`src/rtl/pipe_pkg.sv`:
```
// rtl/pipe_pkg.sv - shared encodings and widths for the pipeline stage registers
package pipe_pkg;

    // Payload widths of the inter-stage registers
    localparam int IF_ID_W  = 64;
    localparam int ID_EX_W  = 128;
    localparam int EX_MEM_W = 96;
    localparam int MEM_WB_W = 72;

    // Instruction NOP encoding used when a stage holds no valid beat
    localparam logic [31:0] NOP_INSTR = 32'h0000_0000;

    // Occupancy state; the encoding equals the number of held entries
    typedef enum logic [1:0] {
        OCC_EMPTY = 2'd0,
        OCC_ONE   = 2'd1,
        OCC_TWO   = 2'd2
    } occ_state_e;

    // Number of entries a flush discards: whatever is held minus what leaves this cycle
    function automatic logic [1:0] flush_drops(input logic [1:0] occ, input logic out_fire);
        return occ - {1'b0, out_fire};
    endfunction

endpackage

```
`src/rtl/pipe_stage_skid_if.sv`:
```
// rtl/pipe_stage_skid_if.sv - valid/ready/data handshake bundle between pipeline stages
interface pipe_stage_skid_if #(
    parameter int DATA_W = 64
);
    logic              valid;
    logic              ready;
    logic [DATA_W-1:0] data;

    // Side that presents beats
    modport master (
        output valid,
        output data,
        input  ready
    );

    // Side that accepts beats
    modport slave (
        input  valid,
        input  data,
        output ready
    );
endinterface

```
`src/rtl/pipe_stage_skid.sv`:
```
// rtl/pipe_stage_skid.sv - elastic pipeline stage register with optional skid entry and flush
module pipe_stage_skid
    import pipe_pkg::*;
#(
    parameter int              DATA_W   = IF_ID_W,
    parameter bit              SKID     = 1'b1,
    parameter logic [DATA_W-1:0] NOP_DATA = '0,
    parameter int              CNT_W    = 16
) (
    input  logic               clk,
    input  logic               reset,
    input  logic               flush,
    pipe_stage_skid_if.slave   in_bus,
    pipe_stage_skid_if.master  out_bus,
    output logic [1:0]         occupancy,
    output logic [CNT_W-1:0]   flush_drop_cnt
);

    occ_state_e        state_q, state_d;
    logic [DATA_W-1:0] main_q, main_d;
    logic [DATA_W-1:0] skid_val;
    logic              in_ready;
    logic              in_fire;
    logic              out_fire;
    logic [CNT_W-1:0]  cnt_q, cnt_d;
    logic [CNT_W:0]    cnt_sum;
    logic [1:0]        drop_n;

    assign occupancy         = state_q;
    assign out_bus.valid     = (state_q != OCC_EMPTY);
    assign out_bus.data      = out_bus.valid ? main_q : NOP_DATA;
    assign in_bus.ready      = in_ready;
    assign flush_drop_cnt    = cnt_q;

    assign in_fire  = in_bus.valid & in_ready & ~flush;
    assign out_fire = out_bus.valid & out_bus.ready;

    generate
        if (SKID) begin : g_skid
            logic [DATA_W-1:0] skid_q, skid_d;

            // Registered ready: the only thing that blocks input is a full skid entry
            assign in_ready = ~reset & (state_q != OCC_TWO);
            assign skid_val = skid_q;

            // Park the incoming beat in the skid entry when main is occupied and stalled
            always_comb begin
                skid_d = skid_q;
                if ((state_q == OCC_ONE) && in_fire && !out_fire) begin
                    skid_d = in_bus.data;
                end
            end

            // Skid storage; its contents are meaningless while state is below TWO
            always_ff @(posedge clk) begin
                if (reset) begin
                    skid_q <= NOP_DATA;
                end else begin
                    skid_q <= skid_d;
                end
            end
        end else begin : g_no_skid
            // Single entry: may accept only if empty or the held beat leaves this cycle
            assign in_ready = ~reset & ((state_q == OCC_EMPTY) | out_bus.ready);
            assign skid_val = NOP_DATA;
        end
    endgenerate

    // Next occupancy and head entry; flush overrides everything but reset
    always_comb begin
        state_d = state_q;
        main_d  = main_q;
        unique case (state_q)
            OCC_EMPTY: begin
                if (in_fire) begin
                    main_d  = in_bus.data;
                    state_d = OCC_ONE;
                end
            end
            OCC_ONE: begin
                if (in_fire && out_fire) begin
                    main_d = in_bus.data;
                end else if (in_fire && SKID) begin
                    state_d = OCC_TWO;
                end else if (out_fire) begin
                    state_d = OCC_EMPTY;
                end
            end
            OCC_TWO: begin
                if (out_fire) begin
                    main_d  = skid_val;
                    state_d = OCC_ONE;
                end
            end
            default: begin
                state_d = OCC_EMPTY;
            end
        endcase
        if (flush) begin
            state_d = OCC_EMPTY;
        end
    end

    // Head entry and occupancy state registers
    always_ff @(posedge clk) begin
        if (reset) begin
            state_q <= OCC_EMPTY;
            main_q  <= NOP_DATA;
        end else begin
            state_q <= state_d;
            main_q  <= main_d;
        end
    end

    // Saturating count of entries thrown away by flush; a beat leaving in the flush cycle is delivered
    always_comb begin
        drop_n  = flush_drops(state_q, out_fire);
        cnt_sum = {1'b0, cnt_q} + (CNT_W + 1)'(drop_n);
        cnt_d   = cnt_q;
        if (flush) begin
            cnt_d = cnt_sum[CNT_W] ? {CNT_W{1'b1}} : cnt_sum[CNT_W-1:0];
        end
    end

    // Drop counter register
    always_ff @(posedge clk) begin
        if (reset) begin
            cnt_q <= '0;
        end else begin
            cnt_q <= cnt_d;
        end
    end

endmodule

```
`src/flat_wrapper.sv`:
```
// flat-port wrapper written by rule: the top's interface ports become plain ports
module pipe_stage_skid_flat import pipe_pkg::*;
#(
    parameter int              DATA_W   = IF_ID_W,
    parameter bit              SKID     = 1'b1,
    parameter logic [DATA_W-1:0] NOP_DATA = '0,
    parameter int              CNT_W    = 16
)
  (clk, reset, flush, occupancy, flush_drop_cnt, in_bus_valid, in_bus_data, in_bus_ready, out_bus_valid, out_bus_data, out_bus_ready);
  pipe_stage_skid_if #(.DATA_W(DATA_W)) in_bus_i ();
  pipe_stage_skid_if #(.DATA_W(DATA_W)) out_bus_i ();
  input  logic clk;
  input  logic reset;
  input  logic flush;
  output logic [1:0] occupancy;
  output logic [CNT_W-1:0] flush_drop_cnt;
  input wire logic [$bits(in_bus_i.valid)-1:0] in_bus_valid;
  input wire logic [$bits(in_bus_i.data)-1:0] in_bus_data;
  output wire logic [$bits(in_bus_i.ready)-1:0] in_bus_ready;
  output wire logic [$bits(out_bus_i.valid)-1:0] out_bus_valid;
  output wire logic [$bits(out_bus_i.data)-1:0] out_bus_data;
  input wire logic [$bits(out_bus_i.ready)-1:0] out_bus_ready;
  assign in_bus_i.valid = in_bus_valid;
  assign in_bus_i.data = in_bus_data;
  assign in_bus_ready = in_bus_i.ready;
  assign out_bus_valid = out_bus_i.valid;
  assign out_bus_data = out_bus_i.data;
  assign out_bus_i.ready = out_bus_ready;
  pipe_stage_skid #(.DATA_W(DATA_W), .SKID(SKID), .NOP_DATA(NOP_DATA), .CNT_W(CNT_W)) u_core (.clk(clk), .reset(reset), .flush(flush), .in_bus(in_bus_i), .out_bus(out_bus_i), .occupancy(occupancy), .flush_drop_cnt(flush_drop_cnt));
endmodule
```
`config.mk`:
```
export PLATFORM = sky130hd
export DESIGN_NAME = pipe_stage_skid_flat
export DESIGN_NICKNAME = d
export VERILOG_FILES = /design/src/rtl/pipe_pkg.sv /design/src/rtl/pipe_stage_skid_if.sv /design/src/rtl/pipe_stage_skid.sv /design/src/flat_wrapper.sv
export SDC_FILE = /design/constraint.sdc
export NUM_CORES = 1
export LEC_CHECK = 0
export BUFFER_PORTS_ARGS = -buffer_cell sky130_fd_sc_hd__buf_4
export CELL_PAD_IN_SITES_DETAIL_PLACEMENT = 1
export CELL_PAD_IN_SITES_GLOBAL_PLACEMENT = 1
export CORE_ASPECT_RATIO = 0.5
export CORE_MARGIN = 2
export CORE_UTILIZATION = 30
export CTS_CLUSTER_DIAMETER = 120
export DETAILED_ROUTE_END_ITERATION = 6
export PLACE_DENSITY = 0.65
export SLEW_MARGIN = 5
export SYNTH_ARGS = -nofsm -noshare
export SYNTH_HDL_FRONTEND = slang
export SYNTH_SLANG_ARGS = --single-unit
```
`constraint.sdc`:
```
create_clock -name clk -period 4.5 [get_ports clk]
set_input_delay 0.9 -clock clk [delete_from_list [all_inputs] [get_ports clk]]
set_output_delay 0.9 -clock clk [all_outputs]
set_load 0.005 [all_outputs]
```
==> results.cfg <==
[clocking]
cts_tree = done
clock_tree.root_cell = clkbuf_16
clk_pin_slew_ps = 60
postCtsSetupBuffers = 0
number_of_cts_inserted_buffers = 17
cts_max_path_bufs = 2
postCtsHoldBufs = 0
clock-sinks = 146
cts-resized-gates = 0
htree_num_levels = 4
insertion_delay_ps = 410

[drt]
routed-via-count = 6057
ant_nets = 0
finalWirelength_um = 19700
firstDrtPassIters = 4
wl_per_cell_um = 15.8
drc = 0
drt_iter0_markers = 270
detail_route.vias_per_cell = 4.85

[pwr]
switching_share = 0.242
power.static_leakage_nw = 3.21
power_per_cell_area_nw_per_um2 = 348
p_sw_w = 0.000726
p_int_w = 0.00227
worst_ir_drop_vdd_mv = 0.191
share_comb_of_total_power = 0.083
total_power_w = 0.00299
pwr-share-seq = 0.450
clockPowerShare = 0.467

[final_layout]
num-nets-final = 1010
post_route_cells_drive_above_1_share = 0.271
layout_cells_excl_fill = 1250
area.growth.synth_to_final_pct = 27.4
design_area_final_um2 = 8610
num_antenna_cells = 0

[timing]
max-slew-margin-rel = 0.423
final_min_period_over_clock_period = 0.684
setup_total_negative_slack_ps = 0
top_achievable_clock_speed_mhz = 325
worst_slack_ps = 1420
slew_at_the_pin_closest_to_its_max_slew_limit_ps = 866
final-setup-viol-count = 0
rsz0062_at_grt = false
timing.final.hold_violations = 0
fin_worst_skew_ps = 7.19
final_period_minus_worst_setup_slack_ps = 3080
maxSlewViolCount = 0

[critical_path]
cp_slowest_stage_delay_ps = 670
timing_worst_setup_path_type = reg -> out
crit_path_end_kind = output port
timing.critical_path.mode_cell = buf_4
critical_path_buf_inv_count = 2
setup.worst_path.start_class = register
cp_max_fo = 66
setup.reg_to_reg.worst_slack_ps = 1580
cell_chain_of_the_critical_path = and2b_2 > buf_4 > nor2_1 > buf_4
timing.critical_path.max_delay_family = buffers and inverters
cp.arrival_ps = 2180
cp_data_required_time_ps = 3600
crit_slowest_cell = buf_4

[synth]
unique_cell_type_count_in_the_yosys_netlist = 41
synth_sequential_area_ratio = 0.432
synth_area_per_cell_um2 = 8.21
synth_enable_flop_cells = 0
syn_area_um2 = 6760
synth_warnings = 0
number_of_cells_produced_by_synthesis = 824
mappedNetlistNets = 897
postSynthRegisterBits = 146
synthFlopType = dfxtp_1
synthArstFlopShare = 0

[placement]
placed_cell_area_um2 = 8030
finalWeightedCongestion = 0.720
placed_cells = 1218
preCtsSetupSlack_ps = 1290
dp_hpwl_um = 12500
numPortBuffers = 152

[grt]
global_route.usage.total = 0.168
grt_max_degree = 79
grt_antenna_before_repair = 0
grt_first_pass_wirelength_um = 31600
grt_remaining_overflow = 0
number_of_global_route_vias_before_repair = 6081

[floorplanning]
die-height_um = 110
core_area_um2 = 21900
floorplan.initialDensity = 0.309
die_area_um2 = 23800
floorplan.die.width_um = 216
total_i_o_pin_count = 153
core.rowCount = 38

[outcome]
status = finished clean

[job]
maxCapViolations = 0

[worst_hold_path]
hold_path_class = reg -> reg
state kept, by name (all words and copies together) (netlist names):
register / count
u_core.flush_drop_cnt: 16
u_core.g_skid.skid_q: 64
u_core.main_q: 64
u_core.occupancy: 2
metal layers:
layer / part of all wire / routed length (um) / global-route usage / vias up
met4: 0.0094 / 185 / 0.0484 / 0
met3: 0.020 / 396 / 0.0305 / 13
met5: 0 / 0 / 0 / -
met2: 0.51 / 9980 / 0.302 / 60
li1: - / - / - / 3005
met1: 0.46 / 9130 / 0.208 / 2979
layout by cell type (no fill, tap or decap), types with 5 or more instances in the layout:
master,instances
nand2_1,261
buf_4,159
dfxtp_1,146
a21oi_1,74
nor2_1,73
and2_1,67
a311oi_2,56
clkbuf_16,17
a311oi_1,12
inv_1,7
xnor2_1,7
nand3_1,6
nor3_1,6
clkinvlp_4,6
a211oi_1,5
power groups by stage:
stage               clock, W  sequential [W]  combinational (W)
floorplan                  0         0.00137           0.000153
global placement           0         0.00137           0.000246
detailed placement         0         0.00138           0.000252
CTS                  0.00144         0.00135           0.000252
global route         0.00151         0.00135           0.000273
finish               0.00140         0.00135           0.000248
worst paths after layout:
check                                                      startpoint                                endpoint  cells past startpoint
worst min-delay path            u_core.g_skid.skid_q[22]$_SDFFE_PP0P_   u_core.g_skid.skid_q[22]$_SDFFE_PP0P_                      2
worst max register to register       u_core.occupancy[1]$_SDFFE_PP0P_  u_core.flush_drop_cnt[11]$_SDFFE_PP0P_                     10
worst min register to register  u_core.g_skid.skid_q[22]$_SDFFE_PP0P_   u_core.g_skid.skid_q[22]$_SDFFE_PP0P_                      2
worst max-delay path                 u_core.occupancy[1]$_SDFFE_PP0P_                            in_bus_ready                      4
cells by family after synthesis:
logic type	Yosys count	synth area share
and+or+nand+nor	437	0.285
adders and majority gates	4	0.00851
DFF	146	0.432
AOI/OAI and AO/OA	154	0.208
xor gates and xnor gates	9	0.0117
buffers and inverters	74	0.0549
area by class of cell:
class                           count  area [um^2]
Clock buffer                       19          443
Clock inverter                     13          138
Fill cell                        2616        13300
Inverter                            7         26.3
Multi-Input combinational cell    604         3480
Sequential cell                   146         2920
Tap cell                          300          375
Timing Repair Buffer              161         1220
stage by stage:
stage / hold slack, ps / utilization
2_1_floorplan: 437 / -
3_3_place_gp: 442 / 0.367
3_5_place_dp: 448 / 0.367
4_1_cts: 458 / 0.394
5_1_grt: 475 / 0.394
6_report: 455 / 0.394
Yosys cell counts, types with 2 or more instances:
library cell	number	area, um^2
and4b_1	2	20.0
nand3_1	6	30.0
a311oi_1	12	105
nand4_1	3	18.8
inv_1	7	26.3
nor2b_1	3	18.8
nor2_1	73	274
buf_2	12	60.1
a21oi_1	74	370
o21ai_0	2	10.0
a311oi_2	56	841
ha_1	3	37.5
xor2_1	2	17.5
buf_4	7	52.6
buf_6	7	78.8
a211oi_1	5	37.5
nor4_1	2	12.5
xnor2_1	7	61.3
clkbuf_1	40	150
nand2_1	263	987
nor3_1	6	30.0
dfxtp_1	146	2920
and2_1	68	425
worst reg2reg max path, stage by stage, from the launching register on:
cell and delay, ps:
dfxtp_1 410, or2_2 350, and2_1 170, ha_1 270, inv_1 70, ha_1 170
fa_1 270, nand4_2 210, nor4_2 480, and4b_1 250, a211oi_1 200
Note: power is estimated with default switching activity, not from simulation.
